**config.mk**
```make
export PLATFORM = sky130hd
export DESIGN_NAME = okand_host_link
export DESIGN_NICKNAME = d
export VERILOG_FILES = /design/src/rtl/okand_host_link.sv
export SDC_FILE = /design/constraint.sdc
export NUM_CORES = 1
export LEC_CHECK = 0
export CAP_MARGIN = 30
export CORE_MARGIN = 4
export CORE_UTILIZATION = 32
export CTS_BUF_LIST = sky130_fd_sc_hd__clkbuf_16
export CTS_CLUSTER_DIAMETER = 100
export DETAILED_ROUTE_END_ITERATION = 10
export GPL_TIMING_DRIVEN = 0
export REMOVE_ABC_BUFFERS = 1
export SLEW_MARGIN = 20
export SYNTH_ARGS = -nofsm -noshare
export SYNTH_HDL_FRONTEND = slang
export SYNTH_SLANG_ARGS = --single-unit
```
**constraint.sdc**
```tcl
create_clock -name pc_clk -period 2.14 [get_ports pc_clk]
set_input_delay 0.535 -clock pc_clk [delete_from_list [all_inputs] [get_ports pc_clk]]
set_output_delay 0.535 -clock pc_clk [all_outputs]
set_load 0.02 [all_outputs]
```
**src/rtl/okand_host_link.sv**
```systemverilog
// Host-side adapter for the serial AND engine: serialises {req_b, req_a} LSB-first
// onto pc_data/pc_valid and collects the 16-bit serial result into a parallel response.
module okand_host_link #(
    parameter int OP_WIDTH       = 16,
    parameter int TIMEOUT_CYCLES = 64
) (
    input  logic                pc_clk,
    input  logic                pc_rst,
    input  logic                req_valid,
    output logic                req_ready,
    input  logic [OP_WIDTH-1:0] req_a,
    input  logic [OP_WIDTH-1:0] req_b,
    output logic                pc_data,
    output logic                pc_valid,
    input  logic                fpga_data,
    input  logic                fpga_valid,
    output logic                rsp_valid,
    input  logic                rsp_ready,
    output logic [OP_WIDTH-1:0] rsp_result,
    output logic                rsp_timeout,
    output logic                busy
);
    localparam int FRAME_BITS = 2 * OP_WIDTH;
    localparam int BCW        = $clog2(FRAME_BITS);
    localparam int RCW        = (OP_WIDTH > 1) ? $clog2(OP_WIDTH) : 1;
    localparam int TW         = $clog2(TIMEOUT_CYCLES + 1);

    localparam logic [BCW-1:0] BIT_LAST   = BCW'(FRAME_BITS - 1);
    localparam logic [RCW-1:0] RES_LAST   = RCW'(OP_WIDTH - 1);
    localparam logic [TW-1:0]  TIMER_LAST = TW'(TIMEOUT_CYCLES - 1);

    typedef enum logic [2:0] {
        ST_IDLE = 3'd0,
        ST_SEND = 3'd1,
        ST_WAIT = 3'd2,
        ST_RECV = 3'd3,
        ST_RESP = 3'd4
    } state_t;

    state_t                state_r;
    state_t                state_nxt_s;
    logic [FRAME_BITS-1:0] shift_r;
    logic [BCW-1:0]        bit_cnt_r;
    logic [RCW-1:0]        res_cnt_r;
    logic [TW-1:0]         timer_r;
    logic                  pc_data_r;
    logic                  pc_valid_r;
    logic                  rsp_valid_r;
    logic                  rsp_timeout_r;
    logic                  busy_r;
    logic [OP_WIDTH-1:0]   rsp_result_r;
    logic                  req_ready_s;
    logic                  accept_s;
    logic                  timer_last_s;
    logic                  last_bit_s;

    // State register
    always_ff @(posedge pc_clk) begin
        if (pc_rst) begin
            state_r <= ST_IDLE;
        end else begin
            state_r <= state_nxt_s;
        end
    end

    // Next-state decode; a bit captured on the final timer cycle still counts
    always_comb begin
        state_nxt_s = state_r;
        case (state_r)
            ST_IDLE: begin
                if (accept_s) begin
                    state_nxt_s = ST_SEND;
                end else begin
                    state_nxt_s = ST_IDLE;
                end
            end
            ST_SEND: begin
                if (bit_cnt_r == BIT_LAST) begin
                    state_nxt_s = ST_WAIT;
                end else begin
                    state_nxt_s = ST_SEND;
                end
            end
            ST_WAIT, ST_RECV: begin
                if (last_bit_s || timer_last_s) begin
                    state_nxt_s = ST_RESP;
                end else if (fpga_valid) begin
                    state_nxt_s = ST_RECV;
                end else begin
                    state_nxt_s = state_r;
                end
            end
            ST_RESP: begin
                if (rsp_ready) begin
                    state_nxt_s = ST_IDLE;
                end else begin
                    state_nxt_s = ST_RESP;
                end
            end
            default: begin
                state_nxt_s = ST_IDLE;
            end
        endcase
    end

    // Handshake and qualifier decode
    always_comb begin
        req_ready_s = 1'b0;
        if (pc_rst) begin
            req_ready_s = 1'b0;
        end else begin
            req_ready_s = (state_r == ST_IDLE);
        end
        accept_s     = req_valid && req_ready_s;
        timer_last_s = (timer_r == TIMER_LAST);
        last_bit_s   = fpga_valid && (res_cnt_r == RES_LAST);
    end

    // Serialiser, deserialiser, timer and response registers
    always_ff @(posedge pc_clk) begin
        if (pc_rst) begin
            shift_r       <= '0;
            bit_cnt_r     <= '0;
            res_cnt_r     <= '0;
            timer_r       <= '0;
            pc_data_r     <= 1'b0;
            pc_valid_r    <= 1'b0;
            rsp_result_r  <= '0;
            rsp_timeout_r <= 1'b0;
        end else begin
            case (state_r)
                ST_IDLE: begin
                    if (accept_s) begin
                        // Bit 0 goes out immediately; the rest shifts out of shift_r
                        shift_r       <= {req_b, req_a} >> 1;
                        pc_data_r     <= req_a[0];
                        pc_valid_r    <= 1'b1;
                        bit_cnt_r     <= '0;
                        rsp_result_r  <= '0;
                        rsp_timeout_r <= 1'b0;
                    end
                end
                ST_SEND: begin
                    if (bit_cnt_r == BIT_LAST) begin
                        pc_valid_r <= 1'b0;
                        pc_data_r  <= 1'b0;
                        timer_r    <= '0;
                        res_cnt_r  <= '0;
                    end else begin
                        pc_data_r <= shift_r[0];
                        shift_r   <= shift_r >> 1;
                        bit_cnt_r <= bit_cnt_r + BCW'(1);
                    end
                end
                ST_WAIT, ST_RECV: begin
                    timer_r <= timer_r + TW'(1);
                    if (fpga_valid) begin
                        rsp_result_r[res_cnt_r] <= fpga_data;
                        res_cnt_r               <= res_cnt_r + RCW'(1);
                    end
                    if (timer_last_s && !last_bit_s) begin
                        rsp_timeout_r <= 1'b1;
                    end
                end
                ST_RESP: begin
                    pc_valid_r <= 1'b0;
                end
                default: begin
                    pc_valid_r <= 1'b0;
                    pc_data_r  <= 1'b0;
                end
            endcase
        end
    end

    // Registered status outputs follow the next state
    always_ff @(posedge pc_clk) begin
        if (pc_rst) begin
            rsp_valid_r <= 1'b0;
            busy_r      <= 1'b0;
        end else begin
            rsp_valid_r <= (state_nxt_s == ST_RESP);
            busy_r      <= (state_nxt_s != ST_IDLE);
        end
    end

    assign req_ready   = req_ready_s;
    assign pc_data     = pc_data_r;
    assign pc_valid    = pc_valid_r;
    assign rsp_valid   = rsp_valid_r;
    assign rsp_result  = rsp_result_r;
    assign rsp_timeout = rsp_timeout_r;
    assign busy        = busy_r;

endmodule
```
==> results_dict.tcl <==
set metrics [dict create \
    min_path_type "flop to flop" \
    drtPass1Iterations 4 \
    nNetsFinal 466 \
    critPathMaxFanout 15 \
    clk_pin_slew_ns 0.05 \
    critical_path.max_stage_delay_ns 0.56 \
    post_synth_xor_area_fraction_pct 1.06 \
    finalWorstPathRequiredPeriod_ns 2.03 \
    synth_common_cells "71 x dfxtp_1, 46 x nor2_1, 41 x a21oi_1" \
    avgSynthCellArea_um2 8.70 \
    rr_worst_depth 8 \
    yosysMostFrequentCell "dfxtp_1" \
    startpoint_type "primary input" \
    cts_buffer_depth 2 \
    h-tree-depth 3 \
    fp-row-count 36 \
    wl_mm 7.64 \
    yosys_warnings 0 \
    synth_top_family_by_area "compound AO/OA/AOI/OAI gates" \
    clk_latency_ns 0.34 \
    place_congestion 0.751 \
    grt_pass1_wl_mm 12.7 \
    synth_compound_area_share_pct 20.7 \
    power_density_mw_per_mm2 826 \
    core-area_mm2 0.00991 \
    setup_viol 0 \
    netlist.area_leader.share_pct 43.0 \
    netlist_area_mm2 0.00330 \
    cts_buffers 9 \
    drv_slew 0 \
    wl_per_cell_um 13.7 \
    dp.cells 543 \
    grt_max_degree 68 \
    muxShareOfSynthArea_pct 9.09 \
    final.setup.worst_slack_ns 0.114 \
    initial_core_util_pct 33.3 \
    hold_viol_final 0 \
    arrival_ns 2.21 \
    num_antenna_cells 0 \
    reg2reg_to "shift_r[27]" \
    postCtsSetupRepairBufs 0 \
    synth.ff_latch_count 71 \
    post-route-period-util_pct 94.7 \
    viasPerCell 5.09 \
    skew_ns 0.0112 \
    n_fill_cell 986 \
    worst_setup_path_end_kind "flop" \
    antenna_left 0 \
    async_reset_ff_share_pct 0 \
    yosysSeqAreaShare_pct 43.0 \
    drc 0 \
    fmax_mhz 494 \
    final_cells 559 \
    worstReg2RegStart "bit_cnt_r[0]" \
    antenna_found_initial 0 \
    design_area_mm2 0.00435 \
    die_h_um 110 \
    worst_pin_slew_ns 0.821 \
    status "finished, final reports clean" \
    synthCells 380 \
    grt-ovfl-total 0 \
    path_cells "clkdlybuf4s50_1 > or4b_1 > a21o_1 > o21ai_0 > a21oi_1" \
    critPathRequiredTime_ns 2.32 \
    yosys_most_used_dff "dfxtp_1" \
    yosysTopAreaCell "dfxtp_1" \
    cp_slowest_cell "clkdlybuf4s50_1" \
    grt_usage_pct 13.3 \
    die_w_um 110 \
    drt_iter0_drc 86 \
    ir_drop_mv 0.380 \
    synthAdderAreaFrac_pct 2.65 \
    r2r_setup_slack_ns 0.12 \
    crit_start "req_valid" \
    synth_area_leaders "dfxtp_1 43%, mux2i_1 9.1%, a211oi_1 7.0%, a21oi_1 6.2%, nor2_1 5.2%" \
    ys_types 44 \
    area_growth_pct 31.6 \
    dpl-instance-area_mm2 0.00395 \
    place_ws_ns -0.387 \
    crit_type "primary input to flop" \
    dieArea_mm2 0.0120 \
    placement.io_buffers 59 \
    synth_edf_count 0 \
    cts.sinks 71 \
    yosys.area_share.simple_pct 17.8 \
    slew-limit-headroom_pct 44.5 \
    vias 2848 \
    rsz0062_at_grt "true" \
    fin_tns_setup_ns 0 \
    dp.final_hpwl_mm 5.05 \
    p_leak_nw 1.49 \
    max-cap-violations 0 \
    grt_pass1_vias 2697 \
    io_pins 60 \
    endpoint "rsp_result[9]" \
    drive_gt1_share_pct 7.28 \
    cts_tree "done" \
    clock-root-buffer "clkbuf_16" \
]
[registers in the layout (all words and copies together) (netlist names)]
signal	count
pc_valid	1
state_r	3
pc_data	1
busy	1
rsp_timeout	1
rsp_result	16
timer_r	7
bit_cnt_r	5
res_cnt_r	4
rsp_valid	1
shift_r	31
[final cells by class]
type	count	area, um2	share of cell area, %
clock buffer	9	225	5.18
clock inverter	7	136	3.14
inverter	5	18.8	0.432
multi-input combinational	273	1740	40.1
sequential	71	1420	32.7
tap	133	166	3.83
timing repair buffer	61	638	14.7
[placed cells by master, fill, tap and decap left out, drive strengths merged, types with 2 or more instances in the layout]
cell and count:
nand4 3, clkdlybuf4s50 57, and3 2, and2 2, inv 6, clkinv 2, a22oi 3, dfxtp 71
a21o 2, nand2b 4, or2 4, a31oi 4, xor2 3, nand2 23, nor3 3, a211oi 31
nand4b 2, nor2 46, o21ai 22, nor2b 8, ha 7, bufinv 4, clkbuf 10, buf 3
mux2i 30, a21oi 41, nand3b 2, o21a 2, nand3 13, a311oi 2
[worst max-delay path, delay by kind of cell]
family / cells / cell delay (ns)
AO/OA/AOI/OAI: 3 / 0.66
AND/OR/NAND/NOR: 1 / 0.45
buffers and inverters: 1 / 0.56
[worst min-delay path by stage]
| stage | cells past startpoint | end | slack [ns] | from |
|---|---|---|---|---|
| 2_1_floorplan | 2 | bit_cnt_r[4] | 0.43 | bit_cnt_r[4] |
| 3_3_place_gp | 2 | bit_cnt_r[4] | 0.44 | bit_cnt_r[4] |
| 3_5_place_dp | 2 | bit_cnt_r[4] | 0.45 | bit_cnt_r[4] |
| 4_1_cts | 2 | bit_cnt_r[4] | 0.46 | bit_cnt_r[4] |
| 5_1_grt | 2 | rsp_result[6] | 0.50 | rsp_result[6] |
| 6_report | 2 | timer_r[6] | 0.47 | timer_r[6] |
[power breakdown]
part           total [mW]  switching (mW)  internal [mW]
registers            1.43          0.0397           1.39
clock network        1.81           0.561           1.25
logic               0.353           0.171          0.182
total                3.59           0.772           2.82
[per-stage QoR]
| step | power [mW] | hold WS (ns) | util [%] |
|---|---|---|---|
| 2_1_floorplan | 1.64 | 0.430 | - |
| 3_3_place_gp | 1.79 | 0.444 | 39.3 |
| 3_5_place_dp | 1.81 | 0.454 | 39.8 |
| 4_1_cts | 3.63 | 0.464 | 43.6 |
| 5_1_grt | 3.74 | 0.501 | 43.9 |
| 6_report | 3.59 | 0.472 | 43.9 |
[cells by family (layout without fill, tap and decap cells)]
| family | count (synthesis) | count (layout) |
|---|---|---|
| AO/OA/AOI/OAI | 112 | 112 |
| buffers and inverters | 36 | 82 |
| adder cells (fa/ha/maj) | 7 | 7 |
| XOR/XNOR | 4 | 4 |
| flip-flops | 71 | 71 |
| AND/OR/NAND/NOR | 120 | 120 |
| multiplexers | 30 | 30 |
[per-layer routing]
layer / up-vias / global-route usage (%) / part of all wire (%)
met2: 67 / 20.5 / 45
li1: 1446 / - / -
met4: 0 / 4.99 / 1.5
met5: - / 0 / 0
met1: 1324 / 16.7 / 46
met3: 11 / 5.17 / 7.3
[timing repair]
| action | in CTS | in global routing |
|---|---|---|
| pin swaps | 1 | 2 |
| hold buffers | 0 | 0 |
| setup endpoints to repair | 34 | 24 |
| resized for setup | 4 | 10 |
No activity file was read; power rests on OpenSTA's default activity.
==> RTL change: new RTL, config.mk and constraints unchanged <==
Encoding of `state_t`: now one-hot (5 bits for 5 states).
--- a/src/rtl/okand_host_link.sv
+++ b/src/rtl/okand_host_link.sv
@@ -29,12 +29,12 @@
     localparam logic [RCW-1:0] RES_LAST   = RCW'(OP_WIDTH - 1);
     localparam logic [TW-1:0]  TIMER_LAST = TW'(TIMEOUT_CYCLES - 1);
 
-    typedef enum logic [2:0] {
-        ST_IDLE = 3'd0,
-        ST_SEND = 3'd1,
-        ST_WAIT = 3'd2,
-        ST_RECV = 3'd3,
-        ST_RESP = 3'd4
+    typedef enum logic [4:0] {
+        ST_IDLE = 5'b00001,
+        ST_SEND = 5'b00010,
+        ST_WAIT = 5'b00100,
+        ST_RECV = 5'b01000,
+        ST_RESP = 5'b10000
     } state_t;
 
     state_t                state_r;
Check against the original RTL: no difference found for any inputs over 10 cycles, from zero or initial values and one cycle with pc_rst high; not proved beyond that.
==> RTL change against the unedited design <==
Sequential cell count grew 2; fmax grew 0.64%; die area grew 3.4%; power down 13%; synthesized area is 3.7% higher; clock power decreased by 22%; worst setup slack better by 13 ps; sequential share of layout area down 0.089 points; final area up 3.5%; routed wire length increased by 5.0%; critical path type is now reg2reg; critical endpoint is now res_cnt_r[3]; largest cell class unchanged; largest power group is now registers.
==> RTL change: results <==
set metrics [dict create \
    synth.distinct_cells 57 \
    total_leakage_power_nw 1.78 \
    syn-mean-instance-area_um2 9.16 \
    status "finished clean" \
    grt_pass1_wl_um 13400 \
    non_clock_inverter_count 9 \
    multiInputGateArea_um2 1870 \
    first_iter_violations 156 \
    drive_gt1_frac 0.117 \
    critical-path-top-delay-family "simple AND/OR/NAND/NOR gates" \
    place_ws_ps -1170 \
    coreArea_um2 10400 \
    signal_buffers 66 \
    multi_input_gates 264 \
    seq-cell-share 0.326 \
    yosysSeqAreaShare 0.427 \
    synth-adder-area-share 0.0256 \
    power_switching_mw 0.701 \
    synth-compound-area-share 0.253 \
    max_stage_delay_ps 520 \
    grt_max_degree 45 \
    arrival_ps 2270 \
    cts.sinks 73 \
    track_usage 0.129 \
    final-clk-cell-share 0.0623 \
    cts_setup_buffers 3 \
    hpwl_um 5470 \
    grtUsageMet1 0.159 \
    wl_um 8020 \
    wl_met3_um 510 \
]
==> RTL change: cell types whose count changed after synthesis, sizes merged, moves of 4 or more <==
cell    unedited run  this run
a211oi            31         5
buf               16        11
inv                5         9
mux2i             30        34
nand3             13         7
nor2              46        18
nor2b              8         4
o21a               2         6
o21ai             22        40
o311ai             0        12
o41ai              0        11
or3                1         5
==> RTL change: power by group through the flow <==
| stage | logic (mW) | clock network (mW) | registers, mW |
|---|---|---|---|
| final | 0.282 | 1.41 | 1.45 |
| after global routing | 0.312 | 1.51 | 1.45 |
| after CTS | 0.282 | 1.45 | 1.45 |
| after detailed placement | 0.275 | 0 | 1.47 |
| after global placement | 0.260 | 0 | 1.47 |
| after floorplan | 0.131 | 0 | 1.47 |
==> RTL change: final timing paths <==
check	start	end	slack, ps	cells after the start
max	bit_cnt_r[1]	res_cnt_r[3]	130	7
min	rsp_result[1]	rsp_result[1]	460	2
max reg2reg	bit_cnt_r[1]	res_cnt_r[3]	130	7
min reg2reg	rsp_result[1]	rsp_result[1]	460	2
